$ cat src/rtl/pc_watch_unit_if.sv
// Bundles the fetch tap, config write, register-file tap and record drain signals.
// The slave modport is the monitor's view; the master modport is the core/consumer side.
interface pc_watch_unit_if #(
  parameter int NUM_WP  = 8,
  parameter int ADDR_W  = 32,
  parameter int DATA_W  = 32,
  parameter int STAMP_W = 32
);
  localparam int ID_W = (NUM_WP > 1) ? $clog2(NUM_WP) : 1;

  logic [ADDR_W-1:0]    pc;
  logic                 pc_valid;
  logic                 cfg_we;
  logic [ID_W-1:0]      cfg_idx;
  logic                 cfg_en;
  logic [ADDR_W-1:0]    cfg_addr;
  logic [4:0]           cfg_reg;
  logic [4:0]           rf_raddr;
  logic [DATA_W-1:0]    rf_rdata;
  logic                 out_valid;
  logic                 out_ready;
  logic [ID_W-1:0]      out_id;
  logic [STAMP_W-1:0]   out_stamp;
  logic [DATA_W-1:0]    out_data;
  logic [NUM_WP*16-1:0] hit_count;
  logic                 overflow;
  logic                 done;

  modport slave (
    input  pc, pc_valid, cfg_we, cfg_idx, cfg_en, cfg_addr, cfg_reg, rf_rdata, out_ready,
    output rf_raddr, out_valid, out_id, out_stamp, out_data, hit_count, overflow, done
  );

  modport master (
    output pc, pc_valid, cfg_we, cfg_idx, cfg_en, cfg_addr, cfg_reg, rf_rdata, out_ready,
    input  rf_raddr, out_valid, out_id, out_stamp, out_data, hit_count, overflow, done
  );
endinterface

$ cat src/rtl/pc_watch_unit.sv
// Watchpoint monitor: first fetch of a watched pc queues {id, stamp, reg}; record visible next cycle.
// Drains on valid/ready; a hit on a full FIFO without a pop is dropped and sets sticky overflow.
module pc_watch_unit #(
  parameter int              NUM_WP     = 8,
  parameter int              FIFO_DEPTH = 16,
  parameter int              ADDR_W     = 32,
  parameter int              DATA_W     = 32,
  parameter int              STAMP_W    = 32,
  parameter logic [ADDR_W-1:0] HALT_ADDR = '0
) (
  input logic             clk,
  input logic             reset,
  pc_watch_unit_if.slave  bus
);
  localparam int ID_W  = (NUM_WP > 1) ? $clog2(NUM_WP) : 1;
  localparam int PTR_W = $clog2(FIFO_DEPTH);

  typedef struct packed {
    logic [ID_W-1:0]    id;
    logic [STAMP_W-1:0] stamp;
    logic [DATA_W-1:0]  data;
  } rec_t;

  logic [NUM_WP-1:0]  r_cfg_en;
  logic [ADDR_W-1:0]  r_cfg_addr [NUM_WP];
  logic [4:0]         r_cfg_reg  [NUM_WP];
  logic [15:0]        r_hit      [NUM_WP];
  logic [ADDR_W-1:0]  r_prev_pc;
  logic               r_prev_vld;
  logic [STAMP_W-1:0] r_stamp;
  logic               r_done;
  logic               r_overflow;
  rec_t               r_mem [FIFO_DEPTH];
  logic [PTR_W:0]     r_wr_ptr;
  logic [PTR_W:0]     r_rd_ptr;

  logic                 w_new, w_active, w_halt, w_any;
  logic                 w_full, w_empty, w_push, w_pop;
  logic [NUM_WP-1:0]    w_match;
  logic [ID_W-1:0]      w_low;
  logic [NUM_WP*16-1:0] w_hit_flat;
  rec_t                 w_rec, w_head;

  // A stalled pc is seen once: only a change (or the first valid fetch) qualifies.
  assign w_new    = bus.pc_valid && (!r_prev_vld || (bus.pc != r_prev_pc));
  assign w_active = w_new && !r_done;
  assign w_halt   = w_active && (bus.pc == HALT_ADDR);

  always_comb begin
    w_match = '0;
    w_low   = '0;
    for (int i = NUM_WP - 1; i >= 0; i--) begin
      w_match[i] = w_active && r_cfg_en[i] && (bus.pc == r_cfg_addr[i]);
      if (w_match[i]) w_low = ID_W'(i);
    end
  end

  assign w_any        = |w_match;
  assign bus.rf_raddr = w_any ? r_cfg_reg[w_low] : 5'd0;

  assign w_empty = (r_wr_ptr == r_rd_ptr);
  assign w_full  = (r_wr_ptr[PTR_W] != r_rd_ptr[PTR_W]) &&
                   (r_wr_ptr[PTR_W-1:0] == r_rd_ptr[PTR_W-1:0]);
  assign w_pop   = !w_empty && bus.out_ready;
  assign w_push  = w_any && (!w_full || w_pop);

  assign w_rec  = '{id: w_low, stamp: r_stamp, data: bus.rf_rdata};
  assign w_head = r_mem[r_rd_ptr[PTR_W-1:0]];

  assign bus.out_valid = !w_empty;
  assign bus.out_id    = w_head.id;
  assign bus.out_stamp = w_head.stamp;
  assign bus.out_data  = w_head.data;
  assign bus.overflow  = r_overflow;
  assign bus.done      = r_done;

  always_comb begin
    w_hit_flat = '0;
    for (int i = 0; i < NUM_WP; i++) w_hit_flat[16*i +: 16] = r_hit[i];
  end
  assign bus.hit_count = w_hit_flat;

  always_ff @(posedge clk) begin
    if (!reset && w_push) r_mem[r_wr_ptr[PTR_W-1:0]] <= w_rec;
  end

  always_ff @(posedge clk) begin
    if (reset) begin
      r_cfg_en   <= '0;
      r_prev_pc  <= '0;
      r_prev_vld <= 1'b0;
      r_stamp    <= '0;
      r_done     <= 1'b0;
      r_overflow <= 1'b0;
      r_wr_ptr   <= '0;
      r_rd_ptr   <= '0;
      for (int i = 0; i < NUM_WP; i++) begin
        r_cfg_addr[i] <= '0;
        r_cfg_reg[i]  <= '0;
        r_hit[i]      <= '0;
      end
    end else begin
      if (bus.pc_valid) begin
        r_prev_pc  <= bus.pc;
        r_prev_vld <= 1'b1;
      end
      if (!r_done) r_stamp <= r_stamp + STAMP_W'(1);
      if (w_halt) r_done <= 1'b1;
      if (w_any && !w_push) r_overflow <= 1'b1;
      if (w_push) r_wr_ptr <= r_wr_ptr + (PTR_W+1)'(1);
      if (w_pop) r_rd_ptr <= r_rd_ptr + (PTR_W+1)'(1);
      for (int i = 0; i < NUM_WP; i++) begin
        if (w_match[i] && (r_hit[i] != 16'hFFFF)) r_hit[i] <= r_hit[i] + 16'd1;
      end
      // The match above already used the pre-write entry values this cycle.
      if (bus.cfg_we && (int'(bus.cfg_idx) < NUM_WP)) begin
        r_cfg_en[bus.cfg_idx]   <= bus.cfg_en;
        r_cfg_addr[bus.cfg_idx] <= bus.cfg_addr;
        r_cfg_reg[bus.cfg_idx]  <= bus.cfg_reg;
      end
    end
  end
endmodule

$ cat src/flat_wrapper.sv
// flat-port wrapper written by rule: the top's interface ports become plain ports
module pc_watch_unit_flat 
#(
  parameter int              NUM_WP     = 8,
  parameter int              FIFO_DEPTH = 16,
  parameter int              ADDR_W     = 32,
  parameter int              DATA_W     = 32,
  parameter int              STAMP_W    = 32,
  parameter logic [ADDR_W-1:0] HALT_ADDR = '0
)
  (clk, reset, bus_pc, bus_pc_valid, bus_cfg_we, bus_cfg_idx, bus_cfg_en, bus_cfg_addr, bus_cfg_reg, bus_rf_rdata, bus_out_ready, bus_rf_raddr, bus_out_valid, bus_out_id, bus_out_stamp, bus_out_data, bus_hit_count, bus_overflow, bus_done);
  pc_watch_unit_if #(.NUM_WP(NUM_WP), .ADDR_W(ADDR_W), .DATA_W(DATA_W), .STAMP_W(STAMP_W)) bus_i ();
  input logic clk;
  input logic reset;
  input wire logic [$bits(bus_i.pc)-1:0] bus_pc;
  input wire logic [$bits(bus_i.pc_valid)-1:0] bus_pc_valid;
  input wire logic [$bits(bus_i.cfg_we)-1:0] bus_cfg_we;
  input wire logic [$bits(bus_i.cfg_idx)-1:0] bus_cfg_idx;
  input wire logic [$bits(bus_i.cfg_en)-1:0] bus_cfg_en;
  input wire logic [$bits(bus_i.cfg_addr)-1:0] bus_cfg_addr;
  input wire logic [$bits(bus_i.cfg_reg)-1:0] bus_cfg_reg;
  input wire logic [$bits(bus_i.rf_rdata)-1:0] bus_rf_rdata;
  input wire logic [$bits(bus_i.out_ready)-1:0] bus_out_ready;
  output wire logic [$bits(bus_i.rf_raddr)-1:0] bus_rf_raddr;
  output wire logic [$bits(bus_i.out_valid)-1:0] bus_out_valid;
  output wire logic [$bits(bus_i.out_id)-1:0] bus_out_id;
  output wire logic [$bits(bus_i.out_stamp)-1:0] bus_out_stamp;
  output wire logic [$bits(bus_i.out_data)-1:0] bus_out_data;
  output wire logic [$bits(bus_i.hit_count)-1:0] bus_hit_count;
  output wire logic [$bits(bus_i.overflow)-1:0] bus_overflow;
  output wire logic [$bits(bus_i.done)-1:0] bus_done;
  assign bus_i.pc = bus_pc;
  assign bus_i.pc_valid = bus_pc_valid;
  assign bus_i.cfg_we = bus_cfg_we;
  assign bus_i.cfg_idx = bus_cfg_idx;
  assign bus_i.cfg_en = bus_cfg_en;
  assign bus_i.cfg_addr = bus_cfg_addr;
  assign bus_i.cfg_reg = bus_cfg_reg;
  assign bus_i.rf_rdata = bus_rf_rdata;
  assign bus_i.out_ready = bus_out_ready;
  assign bus_rf_raddr = bus_i.rf_raddr;
  assign bus_out_valid = bus_i.out_valid;
  assign bus_out_id = bus_i.out_id;
  assign bus_out_stamp = bus_i.out_stamp;
  assign bus_out_data = bus_i.out_data;
  assign bus_hit_count = bus_i.hit_count;
  assign bus_overflow = bus_i.overflow;
  assign bus_done = bus_i.done;
  pc_watch_unit #(.NUM_WP(NUM_WP), .FIFO_DEPTH(FIFO_DEPTH), .ADDR_W(ADDR_W), .DATA_W(DATA_W), .STAMP_W(STAMP_W), .HALT_ADDR(HALT_ADDR)) u_core (.clk(clk), .reset(reset), .bus(bus_i));
endmodule
$ cat config.mk
export PLATFORM = sky130hd
export DESIGN_NAME = pc_watch_unit_flat
export DESIGN_NICKNAME = d
export VERILOG_FILES = /design/src/rtl/pc_watch_unit_if.sv /design/src/rtl/pc_watch_unit.sv /design/src/flat_wrapper.sv
export SDC_FILE = /design/constraint.sdc
export NUM_CORES = 2
export LEC_CHECK = 0
export ABC_CLOCK_PERIOD_IN_PS = 6000
export BUFFER_PORTS_ARGS = -buffer_cell sky130_fd_sc_hd__buf_2
export CORE_MARGIN = 3
export CORE_UTILIZATION = 60
export DETAILED_ROUTE_END_ITERATION = 7
export PLACE_DENSITY = 0.78
export SYNTH_ARGS = -nofsm -noshare
export SYNTH_HDL_FRONTEND = slang
export SYNTH_SLANG_ARGS = --single-unit
export TNS_END_PERCENT = 5
$ cat constraint.sdc
create_clock -name clk -period 6 [get_ports clk]
set_input_delay 0.3 -clock clk [delete_from_list [all_inputs] [get_ports clk]]
set_output_delay 0.3 -clock clk [all_outputs]
set_load 0.005 [all_outputs]
==> results by group <==
Clock network
  • Clock sinks: 1585
  • CTS resizes: 0
  • CTS buffer count: 156
  • Clk root buf: clkbuf_16
  • Bufs on Longest Clock Path: 3
  • Clk_lat worst skew: 0.76 ns
  • TritonCTS clock tree: done
  • H-tree Lvls: 4
  • Clock-pin slew on the worst setup and hold paths: 0.06 ns

Timing
  • Total negative slack: 0 ns
  • Achievable Freq: 0.191 GHz
  • Fin worst setup slack: 0.765 ns
  • Setup-failing EPs final: 0
  • Final hold viol count: 0
  • Slew HR: 16.4%
  • Layout Skew: 0.0276 ns
  • Max-slew violation count: 0
  • Period utilization: 87.3%
  • Crit path time final: 5.24 ns
  • RSZ-0062 raised after global routing: false
  • Worst Tran Pin Value: 1.25 ns

Logic synthesis
  • Top cell type's share of synthesized area: 69.1%
  • Top post-synthesis cells by area: edfxtp_1 (69%), mux4_2 (12%), xor2_1 (3.1%), and2_1 (2.9%), xnor2_1 (2.8%)
  • Cells after Synth: 3626
  • Syn Nets: 3750
  • Post-Syn Area per Cell: 17.9 um2
  • Ys Warns: 0
  • Post-synthesis sequential area ratio: 71.8%
  • Synth area leader: edfxtp_1
  • Netlist cell types: 51
  • Netlist Area Pre-Place: 65000 um2
  • Synth Register Bits: 1585

Setup path
  • Critical path launch point type: input pin
  • Worst Path Max Fanout: 11
  • Crit end category: primary output
  • Critical path cell sequence: dlygate4sd3_1 -> buf_2 -> xor2_1 -> nor4_1 -> nand4_1 -> nor4_1 -> a21boi_1 -> o21ai_2 -> a21o_1 -> o211ai_1 -> mux2i_1 -> o221ai_1 -> buf_2
  • Critical path class: in -> out
  • Worst path max stage delay: 0.98 ns
  • CP Buf/Inv Count: 3
  • CP max stage cell: nor4_1
  • Critical Path RT: 5.70 ns
  • Crit path DAT: 4.94 ns
  • Crit-path leading delay family: simple AND/OR/NAND/NOR gates

Placement
  • Post-placement cell count: 5231
  • Pre-CTS setup slack: 0.815 ns
  • Placed Area: 68500 um2
  • GP Congestion: 0.941
  • Port buffer count: 312
  • Post-DP HPWL: 90300 um

Global routing
  • Vias in the first global route: 35800
  • Global-route total usage across every layer: 28.9%
  • First-pass GRT wire length: 237000 um
  • Initial antenna violation count: 4
  • Largest net degree at the start of global routing: 94
  • Overflow after GRT: 0

Floorplan
  • Die area: 112000 um2
  • Core ar.: 107000 um2
  • Floorplan row count: 120
  • Die Ht: 335 um
  • Die Wd: 335 um
  • Starting Density: 60.6%
  • Ports: 313

Cells and area
  • Max reg flops: 1072
  • Nets: 4175
  • Sequential cell area: 46700 um2
  • Fin area: 74200 um2
  • Layout area overhead: 14.0%
  • Layout Cells excl Fill: 5587
  • Fill count: 6649
  • Share of layout cells above drive strength 1: 23.7%
  • Area of the multi-input gates: 17700 um2

Routing
  • DRC Markers: 0
  • Number of detailed-route iterations in the first pass: 5
  • Routed Antenna Nets: 0
  • Vias after detailed routing: 34900
  • Final wirelength: 161000 um
  • Post-DR wirelength/cell: 28.7 um
  • Vias/cell: 6.24
  • Initial DRC count: 3804

Worst hold path
  • Hold Crit Class: in -> reg

Power and ir drop
  • VDD IR-drop max: 0.235 mV
  • Leak: 0.0242 uW
  • PwrDens: 305 nW/um2

Outcome
  • Outcome: finished clean

Run
  • # Max-Cap Violations: 0
[final timing paths]
| check | from | end | slack (ns) | cells past startpoint |
|---|---|---|---|---|
| setup reg to reg | u_core.r_cfg_addr[3][6]$_SDFFCE_PN0P_ | u_core.r_mem[9][18]$_DFFE_PP_ | 1.11 | 10 |
| hold reg to reg | u_core.r_prev_vld$_SDFFE_PP0P_ | u_core.r_prev_vld$_SDFFE_PP0P_ | 0.47 | 2 |
| setup / recovery | bus_pc[21] | bus_rf_raddr[4] | 0.76 | 13 |
| hold / removal | reset | u_core.r_prev_pc[3]$_SDFFE_PP0P_ | 0.03 | 2 |
[placed cells by master, fill, tap and decap left out, drive strengths merged, types with 41 or more instances in the layout]
cell / netlist / final
mux4: 335 / 335
xor2: 227 / 227
nand3: 79 / 79
edfxtp: 1496 / 1496
dlygate4sd3: 0 / 65
dfxtp: 89 / 89
nand4: 67 / 67
and2: 302 / 302
mux2i: 53 / 53
clkbuf: 113 / 200
nand2: 77 / 77
and3: 41 / 41
buf: 63 / 378
nor2: 257 / 257
clkinv: 1 / 61
nor4: 47 / 47
xnor2: 206 / 206
[metrics by stage]
stage	util, %	power [uW]	hold WS [ns]
6_report	69.1	22600	0.0276
5_1_grt	69.1	23200	0.0171
4_1_cts	69.1	22700	0.000676
3_5_place_dp	63.8	13300	0.463
3_3_place_gp	63.8	13300	0.450
2_1_floorplan	-	12900	0.399
[layer usage]
| layer | vias to the layer above | GRT usage, % | wire length [um] |
|---|---|---|---|
| li1 | 14800 | - | - |
| met2 | 1787 | 48.5 | 81900 |
| met3 | 314 | 5.61 | 13500 |
| met1 | 18000 | 38.5 | 60000 |
| met4 | 4 | 9.38 | 5150 |
| met5 | - | 0 | 21 |
[cell usage after synthesis (all sizes together)]
library cell / count
nor2b: 7
o211ai: 2
mux2i: 53
edfxtp: 1496
a21boi: 2
o31ai: 4
a311oi: 3
and2: 302
mux4: 335
a31oi: 1
and4: 6
nand3: 79
inv: 25
nand4: 67
o21ai: 31
o221ai: 4
nand2: 77
dfxtp: 89
o41ai: 1
nand2b: 11
o21bai: 1
clkinv: 1
or3: 13
nor3: 17
or2: 4
xnor2: 206
ha: 14
a21oi: 16
and3: 41
nor4: 47
and2b: 1
nand3b: 2
nor2: 257
a21o: 3
buf: 63
xor2: 227
o22a: 5
clkbuf: 113
[power breakdown]
part           internal, uW  leakage (uW)  switching [uW]  total (uW)
clock network          5330       0.00241            4190        9520
logic                   271       0.00721             490         761
registers             12200        0.0146             129       12400
total                 17800        0.0242            4810       22600
[worst register-to-register path: cells and delay by family (launching register included)]
family | cells | cell delay, ns
simple gates | 6 | 2.44
buf+inv | 1 | 0.91
compound gates | 2 | 0.51
flops | 1 | 0.41
xor+xnor | 1 | 0.19
[timing repair]
action	in CTS	in global routing
setup buffers	0	0
hold buffers	65	0
endpoints found under the hold margin	726	0
[cell type report]
cell class                      instances  share of cell area [%]
Inverter                               26                   0.132
Timing Repair Buffer                  443                    3.87
Sequential cell                      1585                    63.0
Multi-Input combinational cell       1839                    23.9
Clock inverter                         88                    1.18
Tap cell                             1403                    2.37
Antenna cell                            3                  0.0101
Clock buffer                          200                    5.58
[cells by family (layout without fill, tap and decap cells)]
kind of cell	count (synthesis)	in the layout	share of synthesized area, %
AND/OR/NAND/NOR	931	931	7.56
XOR/XNOR	433	433	5.83
flip-flops	1585	1585	71.8
AO/OA/AOI/OAI	73	73	0.743
adder cells (fa/ha/maj)	14	14	0.269
other	0	3	0
multiplexers	388	388	12.4
buffers and inverters	202	757	1.37
Note: power is estimated with default switching activity, not from simulation.
